File: src/rtl/iic_slave.sv
// I2C slave responder: oversampled SCL/SDA with START/STOP detection, 7-bit
// address match, write bytes out on an AXI-stream master, read bytes from an AXI-stream slave.
module iic_slave #(
  parameter logic [6:0] SLAVE_ADDR = 7'h50
) (
  input  logic       clk,
  input  logic       reset,
  input  logic       scl,
  input  logic       sda_i,
  output logic       sda_oe,
  output logic [7:0] m_axis_tdata,
  output logic       m_axis_tvalid,
  output logic       m_axis_tuser,
  input  logic [7:0] s_axis_tdata,
  input  logic       s_axis_tvalid,
  output logic       s_axis_tready,
  output logic       busy,
  output logic       stop_det
);

  typedef enum logic [2:0] {
    S_IDLE, S_ADDR, S_ADDR_ACK, S_WR_DATA, S_WR_ACK, S_RD_DATA, S_RD_ACK, S_WAIT
  } state_t;

  state_t      state_q, state_d;
  logic        scl_meta_q, scl_sync_q, scl_hist_q;
  logic        sda_meta_q, sda_sync_q, sda_hist_q;
  logic [3:0]  cnt_q, cnt_d;
  logic [7:0]  shift_q, shift_d;
  logic [7:0]  tx_q, tx_d;
  logic        rw_q, rw_d;
  logic        ack_q, ack_d;
  logic        first_q, first_d;
  logic        sda_oe_q, sda_oe_d;
  logic        busy_q, busy_d;
  logic [7:0]  tdata_q, tdata_d;
  logic        tvalid_q, tvalid_d;
  logic        tuser_q, tuser_d;
  logic        tready_q, tready_d;
  logic        stop_q, stop_d;

  logic        scl_rise, scl_fall, scl_high, start_c, stop_c;
  logic [7:0]  load_byte;

  assign scl_rise  = scl_sync_q & ~scl_hist_q;
  assign scl_fall  = ~scl_sync_q & scl_hist_q;
  // SCL must be stably high for START/STOP, so an SDA edge racing an SCL edge is not misread.
  assign scl_high  = scl_sync_q & scl_hist_q;
  assign start_c   = scl_high & ~sda_sync_q & sda_hist_q;
  assign stop_c    = scl_high & sda_sync_q & ~sda_hist_q;
  assign load_byte = s_axis_tvalid ? s_axis_tdata : 8'hFF;

  always_comb begin
    state_d  = state_q;
    cnt_d    = cnt_q;
    shift_d  = shift_q;
    tx_d     = tx_q;
    rw_d     = rw_q;
    ack_d    = ack_q;
    first_d  = first_q;
    sda_oe_d = sda_oe_q;
    busy_d   = busy_q;
    tdata_d  = tdata_q;
    tuser_d  = tuser_q;
    tvalid_d = 1'b0;
    tready_d = 1'b0;
    stop_d   = 1'b0;

    if (stop_c) begin
      state_d  = S_IDLE;
      sda_oe_d = 1'b0;
      busy_d   = 1'b0;
      stop_d   = 1'b1;
    end else if (start_c) begin
      state_d  = S_ADDR;
      cnt_d    = 4'd0;
      sda_oe_d = 1'b0;
      busy_d   = 1'b0;
    end else begin
      case (state_q)
        S_ADDR: begin
          if (scl_rise && cnt_q != 4'd8) begin
            shift_d = {shift_q[6:0], sda_sync_q};
            cnt_d   = cnt_q + 4'd1;
          end else if (scl_fall && cnt_q == 4'd8) begin
            if (shift_q[7:1] == SLAVE_ADDR) begin
              sda_oe_d = 1'b1;
              busy_d   = 1'b1;
              rw_d     = shift_q[0];
              state_d  = S_ADDR_ACK;
            end else begin
              state_d  = S_WAIT;
            end
          end
        end
        S_ADDR_ACK: begin
          if (scl_fall) begin
            if (!rw_q) begin
              sda_oe_d = 1'b0;
              first_d  = 1'b1;
              cnt_d    = 4'd0;
              state_d  = S_WR_DATA;
            end else begin
              tx_d     = {load_byte[6:0], 1'b0};
              sda_oe_d = ~load_byte[7];
              tready_d = s_axis_tvalid;
              cnt_d    = 4'd1;
              state_d  = S_RD_DATA;
            end
          end
        end
        S_WR_DATA: begin
          if (scl_rise && cnt_q != 4'd8) begin
            shift_d = {shift_q[6:0], sda_sync_q};
            cnt_d   = cnt_q + 4'd1;
            if (cnt_q == 4'd7) begin
              tvalid_d = 1'b1;
              tdata_d  = {shift_q[6:0], sda_sync_q};
              tuser_d  = first_q;
              first_d  = 1'b0;
            end
          end else if (scl_fall && cnt_q == 4'd8) begin
            sda_oe_d = 1'b1;
            state_d  = S_WR_ACK;
          end
        end
        S_WR_ACK: begin
          if (scl_fall) begin
            sda_oe_d = 1'b0;
            cnt_d    = 4'd0;
            state_d  = S_WR_DATA;
          end
        end
        S_RD_DATA: begin
          if (scl_fall) begin
            if (cnt_q == 4'd8) begin
              sda_oe_d = 1'b0;
              state_d  = S_RD_ACK;
            end else begin
              sda_oe_d = ~tx_q[7];
              tx_d     = {tx_q[6:0], 1'b0};
              cnt_d    = cnt_q + 4'd1;
            end
          end
        end
        S_RD_ACK: begin
          // Falls alternate with rises, so the fall seen here follows the ACK-bit sample.
          if (scl_rise) begin
            ack_d = sda_sync_q;
          end else if (scl_fall) begin
            if (!ack_q) begin
              tx_d     = {load_byte[6:0], 1'b0};
              sda_oe_d = ~load_byte[7];
              tready_d = s_axis_tvalid;
              cnt_d    = 4'd1;
              state_d  = S_RD_DATA;
            end else begin
              sda_oe_d = 1'b0;
              state_d  = S_WAIT;
            end
          end
        end
        default: ;
      endcase
    end
  end

  always_ff @(posedge clk or posedge reset) begin
    if (reset) begin
      state_q    <= S_IDLE;
      scl_meta_q <= 1'b1;
      scl_sync_q <= 1'b1;
      scl_hist_q <= 1'b1;
      sda_meta_q <= 1'b1;
      sda_sync_q <= 1'b1;
      sda_hist_q <= 1'b1;
      cnt_q      <= 4'd0;
      shift_q    <= 8'h00;
      tx_q       <= 8'h00;
      rw_q       <= 1'b0;
      ack_q      <= 1'b1;
      first_q    <= 1'b0;
      sda_oe_q   <= 1'b0;
      busy_q     <= 1'b0;
      tdata_q    <= 8'h00;
      tvalid_q   <= 1'b0;
      tuser_q    <= 1'b0;
      tready_q   <= 1'b0;
      stop_q     <= 1'b0;
    end else begin
      state_q    <= state_d;
      scl_meta_q <= scl;
      scl_sync_q <= scl_meta_q;
      scl_hist_q <= scl_sync_q;
      sda_meta_q <= sda_i;
      sda_sync_q <= sda_meta_q;
      sda_hist_q <= sda_sync_q;
      cnt_q      <= cnt_d;
      shift_q    <= shift_d;
      tx_q       <= tx_d;
      rw_q       <= rw_d;
      ack_q      <= ack_d;
      first_q    <= first_d;
      sda_oe_q   <= sda_oe_d;
      busy_q     <= busy_d;
      tdata_q    <= tdata_d;
      tvalid_q   <= tvalid_d;
      tuser_q    <= tuser_d;
      tready_q   <= tready_d;
      stop_q     <= stop_d;
    end
  end

  assign sda_oe        = sda_oe_q;
  assign busy          = busy_q;
  assign m_axis_tdata  = tdata_q;
  assign m_axis_tvalid = tvalid_q;
  assign m_axis_tuser  = tuser_q;
  assign s_axis_tready = tready_q;
  assign stop_det      = stop_q;

endmodule
File: config.mk
export PLATFORM = sky130hd
export DESIGN_NAME = iic_slave
export DESIGN_NICKNAME = d
export VERILOG_FILES = /design/src/rtl/iic_slave.sv
export SDC_FILE = /design/constraint.sdc
export NUM_CORES = 1
export LEC_CHECK = 0
export BUFFER_PORTS_ARGS = -buffer_cell sky130_fd_sc_hd__buf_4
export CORE_ASPECT_RATIO = 1.5
export CORE_MARGIN = 2
export CORE_UTILIZATION = 62
export DETAILED_ROUTE_END_ITERATION = 6
export PLACE_DENSITY = 0.89
export REMOVE_ABC_BUFFERS = 1
export SYNTH_ARGS = -nofsm -noshare
export SYNTH_HDL_FRONTEND = slang
export SYNTH_SLANG_ARGS = --single-unit
File: constraint.sdc
create_clock -name clk -period 3.55 [get_ports clk]
set_input_delay 0.5325 -clock clk [delete_from_list [all_inputs] [get_ports clk]]
set_output_delay 0.5325 -clock clk [all_outputs]
set_load 0.02 [all_outputs]
* Word-level counts from Yosys, hierarchy flattened
Index checks and enable logic that the tools add are counted.
Operators by class: add/subtract/negate cells 1, multiply operators 0, divide/modulo/power cells 0, order comparisons 0, equality and inequality tests 40, shift operators 0, multiplexer cells 74, bitwise operators 16, reductions and logical operators 20
Operators by type and width (number):
- 2-to-1 mux 8 bit | 8
- != test 4 bit (second input constant) | 12
- 2-to-1 mux 3 bit | 14
- 2-to-1 mux 1 bit | 36
- 2-to-1 mux 4 bit | 9
- != test 3 bit (second input constant) | 8
- one-hot mux 8 bit (3 select lines) | 1
- AND reduction 11 bit | 2
- != test 2 bit (second input constant) | 10
- one-hot mux 4 bit (5 select lines) | 1
- AND reduction 10 bit | 2
- one-hot mux 3 bit (6 select lines) | 1
- AND reduction 4 bit | 3
- nonzero test 3 bit | 4
- equality test 3 bit (second input constant) | 3
- NOT 1 bit | 9
- nonzero test 8 bit | 1
- AND 1 bit | 7
- equality test 7 bit (second input constant) | 1
- AND reduction 7 bit | 1
- equality test 3 x 2 -> 1 bit (second input constant) | 2
- one-hot mux 1 bit (6 select lines) | 1
- AND reduction 6 bit | 1
- nonzero test 6 bit | 1
- 11 further kinds | 13
Storage, ports and cells: register bits 46, latch bits 0, bits in writable memories 0, ROM bits 0, bits of input ports 13, output and inout port bits 14, memories kept 0

* Depth between registers and ports, before layout
depth in word-level cells 8, mapped depth 8, depth with buffers taken out 7

* Least setup slack after synthesis
OpenSTA, ideal clock, no wires.
kind reg2reg, start reg scl_sync_q, end reg tdata_q[0], in the netlist m_axis_tdata[0], library setup time 125 ps, arrival 1567 ps, data required time 3425 ps, slack 1859 ps, cell stages (with the launch flop) 5, clock period less this slack 1691 ps, path through dfstp_2 -> and4bb_4 -> nor4b_4 -> buf_4 -> mux2_2
On the way: word-level cells in the longest chain between the ends 5, elaborated cells between the ends (all ways) 10
RTL lines:
- start: declaration | RTL line 26 | logic scl_meta_q, scl_sync_q, scl_hist_q;
- start signal: assignment | RTL line 193 | scl_sync_q <= scl_meta_q;
- AND 1 bit | RTL line 48 | assign scl_high = scl_sync_q & scl_hist_q;
- AND 1 bit (on tied branches) (2 in series) | RTL line 49, 50
- NOT 1 bit (no source line)
- AND reduction 5 bit (no source line) *
- end signal: assignment | RTL line 206 | tdata_q <= tdata_d;
- end: declaration | RTL line 36 | logic [7:0] tdata_q, tdata_d;
Every way passes the cells marked *; elsewhere a longest branch is shown, timed or not. A chain may end at the register's enable or synchronous reset.

* Final worst setup path
start reg state_q[0], end reg tx_q[2]
On the way: word-level cells in the longest chain between the ends 3, elaborated cells between the ends (all ways) 13
RTL lines:
- start: declaration | RTL line 25 | state_t state_q, state_d;
- start signal: assignment | RTL line 191 | state_q <= state_d;
- equality test 3 bit / equality test 3 x 2 -> 1 bit (equally long branches) | RTL line 80 | case (state_q)
- != test 2 bit (no source line) / nonzero test 3 bit (equally long branches)
- AND reduction 10 bit (no source line)
- end signal: assignment | RTL line 200 | tx_q <= tx_d;
- end: declaration | RTL line 30 | logic [7:0] tx_q, tx_d;
Parallel ways exist; a longest one is shown, timed or not.

==> impl_metrics.env <==
export IMPL_antenna_found_initial=0
export IMPL_finalClockSkew_ps=14.0
export IMPL_yosys_register_bits=45
export IMPL_die_w_um=53.2
export IMPL_fin_tns_setup_ps=0
export IMPL_core_area_um2=3450
export IMPL_syn_to_final_growth_pct=13.5
export IMPL_setup_viol=0
export IMPL_die_area_um2=4140
export IMPL_clk_pin_slew_ps=90
export IMPL_h_tree_depth=2
export IMPL_grt_usage=0.239
export IMPL_worst_skew_pair_late_latency_ps=300
export IMPL_outcome="finished clean"
export IMPL_period_needed_ps=2350
export IMPL_netSwitchingFraction=0.365
export IMPL_post_cts_setup_buffers=0
export IMPL_post_route_period_util=0.663
export IMPL_numPortBuffers=26
export IMPL_grtUsageMet3=0.0519
export IMPL_synthDistinctLibCells=52
export IMPL_grt_overflow=0
export IMPL_cp_slowest_cell="dfrtp_1"
export IMPL_switchingPower_uw=652
export IMPL_antenna_cells=0
export IMPL_met1_usage=0.295
export IMPL_clkSinkCount=45
export IMPL_io_pins=27
export IMPL_vias_per_cell=6.04
export IMPL_vias=1612
export IMPL_cts_tree="built"
export IMPL_avgSynthCellArea_um2=11.3
export IMPL_fin_hold_ws_ps=345
export IMPL_worstPathArrival_ps=2560
export IMPL_grt_first_pass_wirelength_um=7310
export IMPL_critPathLaunchType="register"
export IMPL_worst_pin_slew_ps=792
export IMPL_final_common_cell="dfrtp_1"
export IMPL_fin_ws_ps=1200
export IMPL_min_delay_path_class="in2reg"
export IMPL_layout_drive_gt1_share=0.324
export IMPL_post_cts_resized=0
export IMPL_pwr_share_comb=0.323
export IMPL_first_iter_violations=54
export IMPL_wl_per_cell_um=16.1
export IMPL_r2r_slack_ps=1200
export IMPL_p_int_mw=1.13
export IMPL_yosysWarningCount=0
export IMPL_cp_required_ps=3750
export IMPL_layout_common_cells="dfrtp_1, buf_4, mux2_2, inv_1, o21ai_0"
export IMPL_drt_total_wl_um=4310
export IMPL_p_leak_nw=1.20
export IMPL_endpoint_kind="register"
export IMPL_first_global_vias=1610
export IMPL_timing_fmax_mhz=425
export IMPL_critical_path_max_stage_delay_ps=700
export IMPL_die_height_um=77.9
export IMPL_start_util=0.654
export IMPL_power_density_nw_per_um2=697
export IMPL_rsz0062_at_grt="false"
export IMPL_cts_inserted_buffers=5
export IMPL_met2_usage=0.388
export IMPL_synth_cells=199
export IMPL_dp_hpwl_um=3100
export IMPL_drv_slew=0
export IMPL_final_area_um2=2560
export IMPL_fin_util=0.742
export IMPL_dp_slack_ps=1270
export IMPL_syn_area_um2=2250
export IMPL_clockBufferDepth=2
export IMPL_max_vdd_ir_drop_uv=498
export IMPL_maxSlewHeadroom=0.471
export IMPL_top_usage_layer="met2"
export IMPL_cts_root_buf="clkbuf_8"
export IMPL_ant_nets=0
export IMPL_post_dp_cell_area_um2=2450
export IMPL_row_count=26
export IMPL_firstDrtPassIters=5
export IMPL_max_cap_violations=0
export IMPL_gp_congestion=0.972
export IMPL_ys_seq_area_frac=0.503
export IMPL_grt_max_degree=25
export IMPL_drc=0
export IMPL_nets=239
export IMPL_cp_cell_sequence="nand3b_1, nand2b_1, a21oi_2, o211ai_1, o21ai_0"
export IMPL_hold_viol=0
export IMPL_power_share_clock=0.216
export IMPL_worstSetupPathType="reg2reg"
export IMPL_cp_max_fo=18
export IMPL_p_seq_frac=0.461
export IMPL_cts_hold_buf=0
-- critical path: cells and delay by family, from the launching register on --
| family | cells | cell delay, ps |
|---|---|---|
| and+or+nand+nor | 2 | 850 |
| AOI/OAI and AO/OA | 3 | 710 |
| DFF | 1 | 700 |
-- routing by layer --
layer	part of all wire	wire length, um
met2	0.53	2290
met3	0.041	175
met4	0.031	133
met5	0	0
met1	0.40	1710
-- cell usage after synthesis (all sizes together) --
master | n | share of area
nor3 | 2 | 0.0044
and3b | 1 | 0.0039
xor2 | 1 | 0.0039
nand2 | 12 | 0.023
nand4b | 2 | 0.0078
dfrtp | 38 | 0.42
a21boi | 1 | 0.0083
and4 | 1 | 0.0039
inv | 15 | 0.025
mux2i | 3 | 0.013
a31oi | 6 | 0.019
dfstp | 7 | 0.082
and2 | 1 | 0.0028
ha | 2 | 0.011
clkbuf | 1 | 0.0017
o2111ai | 1 | 0.0039
a32o | 1 | 0.0044
o211ai | 8 | 0.027
mux2 | 21 | 0.11
o21ai | 15 | 0.035
nor3b | 3 | 0.010
a31o | 1 | 0.0039
a211oi | 3 | 0.010
and2b | 1 | 0.0033
o22ai | 1 | 0.0055
nand2b | 2 | 0.0055
nor2b | 2 | 0.0055
o21a | 1 | 0.0033
nand4 | 1 | 0.0028
or3 | 1 | 0.0028
nor4b | 3 | 0.018
nand3 | 8 | 0.020
nand3b | 8 | 0.027
buf | 8 | 0.026
and3 | 2 | 0.0055
a21o | 1 | 0.0033
o221ai | 1 | 0.0039
a21oi | 2 | 0.0061
nor2 | 9 | 0.016
and4bb | 1 | 0.0072
o311ai | 1 | 0.0039
-- final timing paths --
| path | startpoint | end | depth (start not counted) |
|---|---|---|---|
| max | state_q[0] | tx_q[2] | 5 |
| min | scl | scl_meta_q | 1 |
| min in group asynchronous | reset | cnt_q[0] | 2 |
| max reg2reg | state_q[0] | tx_q[2] | 5 |
| max in group asynchronous | reset | scl_hist_q | 3 |
| min reg2reg | scl_meta_q | scl_sync_q | 0 |
-- registers in the layout, summed over array words and instances, names as in the netlist, 3 cells and up --
signal        count
shift_q           8
tx_q              7
m_axis_tdata      8
cnt_q             4
state_q           3
-- power by group through the flow --
| stage | Sequential [mW] | Clock, mW | Combinational [mW] |
|---|---|---|---|
| final | 0.823 | 0.385 | 0.577 |
| after global placement | 0.816 | 0 | 0.554 |
| after detailed placement | 0.824 | 0 | 0.576 |
| after CTS | 0.816 | 0.391 | 0.579 |
| after global routing | 0.844 | 0.410 | 0.647 |
| after floorplan | 0.781 | 0 | 0.457 |
-- logic make-up (layout without fill, tap and decap cells) --
group / after synthesis / in the layout / synth area share
buffers and inverters: 24 / 50 / 0.0527
DFF: 45 / 45 / 0.503
and+or+nand+nor: 60 / 60 / 0.170
muxes: 24 / 24 / 0.122
xor gates and xnor gates: 1 / 1 / 0.00389
AOI/OAI and AO/OA: 43 / 43 / 0.138
adders and majority gates: 2 / 2 / 0.0111
-- final cells by class --
class	instances	area (um2)
clock buffers	6	72.6
well taps	42	52.6
fillers	247	890
repair buffers	27	203
multi-input cells	130	1000
flip-flops and latches	45	1130
clock inverters	2	38.8
inverters	15	56.3
-- stage by stage --
stage	cells	power [mW]
after floorplan	190	1.24
after global placement	259	1.37
after detailed placement	259	1.40
after CTS	267	1.79
after global routing	267	1.90
final	267	1.78
No activity file was read; power rests on OpenSTA's default activity.
